`src/rtl/mem_arbiter.sv`:
```
// Shares one single-ported memory between instruction fetch and load/store.
// Data accesses win by default; a starvation counter forces fetch progress.
module mem_arbiter #(
    parameter int ADDR_W     = 32,
    parameter int DATA_W     = 32,
    parameter int STARVE_MAX = 4
) (
    input  logic                clk,
    input  logic                rst,
    input  logic                if_req,
    input  logic [ADDR_W-1:0]   if_addr,
    output logic [DATA_W-1:0]   if_rdata,
    output logic                if_ack,
    input  logic                d_req,
    input  logic                d_we,
    input  logic [DATA_W/8-1:0] d_be,
    input  logic [ADDR_W-1:0]   d_addr,
    input  logic [DATA_W-1:0]   d_wdata,
    output logic [DATA_W-1:0]   d_rdata,
    output logic                d_ack,
    output logic                m_req,
    output logic                m_we,
    output logic [DATA_W/8-1:0] m_be,
    output logic [ADDR_W-1:0]   m_addr,
    output logic [DATA_W-1:0]   m_wdata,
    input  logic [DATA_W-1:0]   m_rdata,
    input  logic                m_ready,
    output logic                busy
);

    localparam logic [3:0] STARVE_LIM = 4'(STARVE_MAX);

    typedef enum logic [2:0] {
        IDLE,
        GNT_I,
        GNT_D,
        DONE_I,
        DONE_D
    } state_t;

    state_t     state;
    state_t     state_nxt;
    logic       grant_i;
    logic       grant_d;
    logic [3:0] starve_cnt;

    function automatic logic [3:0] sat_inc(input logic [3:0] v);
        return (v >= STARVE_LIM) ? STARVE_LIM : v + 4'd1;
    endfunction

    always_ff @(posedge clk or negedge rst) begin
        if (!rst) begin
            state <= IDLE;
        end else begin
            state <= state_nxt;
        end
    end

    // Arbitration happens only in IDLE; requests are ignored elsewhere.
    always_comb begin
        state_nxt = state;
        grant_i   = 1'b0;
        grant_d   = 1'b0;
        case (state)
            IDLE: begin
                if (d_req && (!if_req || (starve_cnt < STARVE_LIM))) begin
                    grant_d   = 1'b1;
                    state_nxt = GNT_D;
                end else if (if_req) begin
                    grant_i   = 1'b1;
                    state_nxt = GNT_I;
                end
            end
            GNT_I:   if (m_ready) state_nxt = DONE_I;
            GNT_D:   if (m_ready) state_nxt = DONE_D;
            DONE_I:  state_nxt = IDLE;
            DONE_D:  state_nxt = IDLE;
            default: state_nxt = IDLE;
        endcase
    end

    always_ff @(posedge clk or negedge rst) begin
        if (!rst) begin
            starve_cnt <= 4'd0;
        end else if (grant_i) begin
            starve_cnt <= 4'd0;
        end else if (grant_d && if_req) begin
            starve_cnt <= sat_inc(starve_cnt);
        end
    end

    // Memory command is captured on grant and held until m_ready.
    always_ff @(posedge clk or negedge rst) begin
        if (!rst) begin
            m_addr   <= '0;
            m_we     <= 1'b0;
            m_be     <= '0;
            m_wdata  <= '0;
            if_rdata <= '0;
            d_rdata  <= '0;
        end else begin
            if (grant_d) begin
                m_addr  <= d_addr;
                m_we    <= d_we;
                m_be    <= d_be;
                m_wdata <= d_wdata;
            end else if (grant_i) begin
                m_addr <= {if_addr[ADDR_W-1:2], 2'b00};
                m_we   <= 1'b0;
                m_be   <= '1;
            end
            if ((state == GNT_D) && m_ready && !m_we) begin
                d_rdata <= m_rdata;
            end
            if ((state == GNT_I) && m_ready) begin
                if_rdata <= m_rdata;
            end
        end
    end

    assign m_req  = (state == GNT_I) || (state == GNT_D);
    assign if_ack = (state == DONE_I);
    assign d_ack  = (state == DONE_D);
    assign busy   = (state != IDLE);

endmodule

```
`config.mk`:
```
export PLATFORM = sky130hd
export DESIGN_NAME = mem_arbiter
export DESIGN_NICKNAME = d
export VERILOG_FILES = /design/src/rtl/mem_arbiter.sv
export SDC_FILE = /design/constraint.sdc
export NUM_CORES = 1
export LEC_CHECK = 0
export BUFFER_PORTS_ARGS = -buffer_cell sky130_fd_sc_hd__buf_4
export CORE_ASPECT_RATIO = 0.5
export CORE_MARGIN = 2
export CORE_UTILIZATION = 35
export CTS_BUF_LIST = sky130_fd_sc_hd__clkbuf_4 sky130_fd_sc_hd__clkbuf_8
export CTS_CLUSTER_SIZE = 30
export DETAILED_ROUTE_END_ITERATION = 10
export GPL_ROUTABILITY_DRIVEN = 0
export RECOVER_POWER = 100
export SLEW_MARGIN = 15
export SYNTH_ARGS = -nofsm -noshare
export SYNTH_HDL_FRONTEND = slang
export SYNTH_SLANG_ARGS = --single-unit
```
`constraint.sdc`:
```
create_clock -name clk -period 3.5 [get_ports clk]
set_input_delay 0.175 -clock clk [delete_from_list [all_inputs] [get_ports clk]]
set_output_delay 0.175 -clock clk [all_outputs]
set_load 0.02 [all_outputs]
```
==> impl.org <==
** Run status
- The flow ran to the end, but the final reports show violations.
- Violated checks :: max-capacitance violations, max-slew violations

** Synth
- The synthesized design contains 140 register bits.
- The number of nets in the synthesized netlist is 540.
- Fraction of synthesized cell area taken by the top area cell type :: 0.612
- Averaged over all synthesized cells, the footprint is 14.3 µm².
- Post-synth design cell area :: 0.00573 mm²
- The Yosys step of the flow raised 0 warnings.
- Synthesis handed over a netlist of 401 instances.
- Count of cell types in the netlist :: 29
- Post-synthesis sequential area ratio :: 0.612
- Cell type with the highest aggregate area in the netlist :: dfrtp_1
- Yosys attributes the largest share of cell area to dfrtp_1 (61%), mux2_2 (12%), mux2_1 (7.5%).

** Cells and area
- For this run, the share of the core covered by cells in the final layout is 0.546.
- In the final layout, the multi-input gates occupy 0.00207 mm².
- After the last flow step, the layout net total stands at 881.
- Area grow syn2layout :: 49.5%
- Registers take 0.00350 mm².
- In the final layout, the share of cells above drive strength 1 is 0.310.
- Filler cell count :: 1478
- Number of antenna diodes :: 0
- Top library cells by usage in the layout, fill and taps aside :: dfrtp_1 (140), clkbuf_1 (140), buf_4 (137)

** Critical path
- Buf/Inv on CP :: 0
- In this design, the stage delay of the slowest critical-path cell is 1320 ps.
- Endpoint class of the critical path :: register
- The slowest stage of the critical path is the nor2_2 cell.
- Data arrives at the worst endpoint at 2880 ps.
- Across all register-to-register paths, the minimum setup slack is 940 ps.
- Walking the worst path, the cells encountered are nand2b_1 > nor2_2 > mux2_2.
- Worst-path maximum fanout :: 32
- The cell family contributing the most delay on the critical path is simple AND/OR/NAND/NOR gates.
- Data on the critical path is required at its endpoint by 3820 ps.
- The worst setup path is launched from a register.
- The critical path is of the reg2reg type.

** Floorplan
- Core area :: 0.0157 mm²
- The floorplan step set the die height to around 94 µm.
- The floorplan has 32 rows.
- In this run the horizontal extent of the chip is 185 µm.
- The initial utilization of the core area, before any placement, comes to 0.365.
- The die covers 0.0175 mm².
- 275 I/O pins were placed.

** GRT
- The total overflow left after global routing is 0.
- Total track usage :: 0.189
- Antenna violations before repair :: 0
- The first global-routing pass estimated 25500 µm of wire.
- Entering global routing, the biggest net connects 102 pins.
- The number of global-route vias before repair was 4915.

** Pwr
- For this design the ratio of total power to cell area is a little under 900 mW/mm².
- IR analysis of the VDD net gives a maximum drop of about 0.00039 V.
- Leak :: 3.66 nW

** Clock tree
- Clock tree synthesis selected as its root buffer the cell clkbuf_8.
- H-tree depth reported by CTS :: 4
- TritonCTS created 17 clock buffers.
- Worst-skew pair later-pin latency :: ~430 ps
- Once the clock tree was built, the setup fixing pass inserted 0 buffers.
- In this run the deepest clock path goes through 2 buffers.
- The tree built by TritonCTS fans out to 140 sinks.
- Worst-path clk slew :: 90 ps
- TritonCTS built the clock tree.

** Routing
- Dividing the detail-routed wire length by the instance count gives 16.8 µm.
- Number of design rule violations left after detail routing :: 0
- The routed layout has 4595 vias.
- Detailed-route vias per instance :: between 4 and 5
- The detail route stage leaves a number of antenna-violating nets equal to 0.
- The first detailed-routing pass took 4 iterations.
- Summed over all layers, the routed wires come to 16400 µm.
- DRT iter0 DRCs :: 167

** Timing
- Crit share post-route :: 0.732
- Setup repair after global routing missed its margin :: false
- Final hold violations :: 0
- For this run, the top clock speed supported by timing is 0.391 GHz.
- Actual slew at the worst max-slew pin :: approximately 1700 ps
- Fin. max-slew vios :: 33
- Counting I/O delays and the setup requirement, the final critical path takes between 2000 and 3000 ps.
- The clock arrives with about 14 ps of skew.
- Final-layout setup total negative slack :: 0 ps
- Setup violations remaining at the end of the flow were counted as 0.
- The worst pin sits at a relative slew slack of -0.162.

** Run
- Number of max-cap violations :: 1

** Hold path
- The worst hold path belongs to the class in2reg.

** Placement
- Number of buffer cells added on primary ports :: 272
- Detailed placer's ending HPWL :: 11100 µm
==> metal layers <==
layer,track usage,wire [µm],up-vias
met4,0.0668,432,0
met1,0.225,6740,2280
met2,0.341,8510,116
met3,0.0417,723,34
li1,-,-,2165
met5,0,0,-
==> kinds of logic (layout without fill, tap and decap cells) <==
logic type	count (synthesis)	in the layout	synth area share
mux	97	97	0.191
compound gates	76	76	0.112
simple gates	55	55	0.0583
flops	140	140	0.612
buf+inv	32	385	0.0249
fa+ha+maj	1	1	0.00218
==> cells in the mapped netlist <==
cell / number
dfrtp_1: 140
mux2_2: 59
mux2_1: 38
nand2b_1: 33
a2bb2oi_1: 30
o32ai_1: 30
clkbuf_1: 18
buf_2: 9
nor2_1: 6
nand2_1: 4
o21ai_0: 4
o22a_1: 4
a22o_1: 3
buf_4: 3
inv_2: 2
nand3_1: 2
nor3_1: 2
nor3b_1: 2
o21a_1: 2
a211oi_1: 1
a21o_1: 1
a21oi_1: 1
and2_1: 1
ha_1: 1
nor2b_1: 1
nor3_2: 1
nor3_4: 1
nor4_1: 1
or4b_1: 1
==> through the flow <==
stage / worst slack, ps / power (mW) / instance area (µm²) / std cells / hold WS [ps]
after global placement: 1410 / 6.82 / 8000 / 872 / 358
after detailed placement: 1390 / 6.88 / 8000 / 872 / 349
after global routing: 658 / 8.03 / 8560 / 975 / 30.8
final: 940 / 7.54 / 8560 / 975 / 49.2
after floorplan: 1540 / 5.06 / 5730 / 401 / -121
after CTS: 1390 / 8.35 / 9130 / 975 / 23.4
==> flip-flops by register name, summed over array words and instances, names as in the netlist <==
signal	flops
m_we	1
d_rdata	32
m_be	4
m_wdata	32
if_rdata	32
m_addr	32
state	3
starve_cnt	4
==> path summary, 6_finish.rpt <==
kind / start / to / cells past startpoint
worst min register to register: m_wdata[17]$_DFFE_PN0P_ / m_wdata[17]$_DFFE_PN0P_ / 1
worst max-delay path: state[1]$_DFFE_PN0P_ / if_rdata[5]$_DFFE_PN0P_ / 3
worst max register to register: state[1]$_DFFE_PN0P_ / if_rdata[5]$_DFFE_PN0P_ / 3
worst min-delay path: m_ready / state[1]$_DFFE_PN0P_ / 3
max in group asynchronous: rst / m_addr[16]$_DFFE_PN0P_ / 3
min in group asynchronous: rst / d_rdata[24]$_DFFE_PN0P_ / 2
==> layout make-up <==
cell class,count,share of cell area
repair buffers,352,0.268
clock buffers,18,0.0282
well taps,221,0.0323
inverters,2,0.000877
clock inverters,13,0.0196
flip-flops and latches,140,0.409
multi-input cells,229,0.242
==> tightest hold or removal path, delay by kind of cell <==
family / cells / cell delay [ps]
buf+inv: 1 / 90
mux: 1 / 140
simple gates: 1 / 40
==> power by group <==
part           switching, mW  internal [mW]  leakage [nW]
clock network          0.651          0.716         0.203
registers              0.409           2.41          1.64
logic                   2.07           1.29          1.82
total                   3.13           4.41          3.66
==> what timing repair did <==
action / CTS / global route
hold endpoints to repair: 202 / 0
hold buffers: 72 / 0
gates resized for setup: 0 / 0
Note: power is estimated with default switching activity, not from simulation.
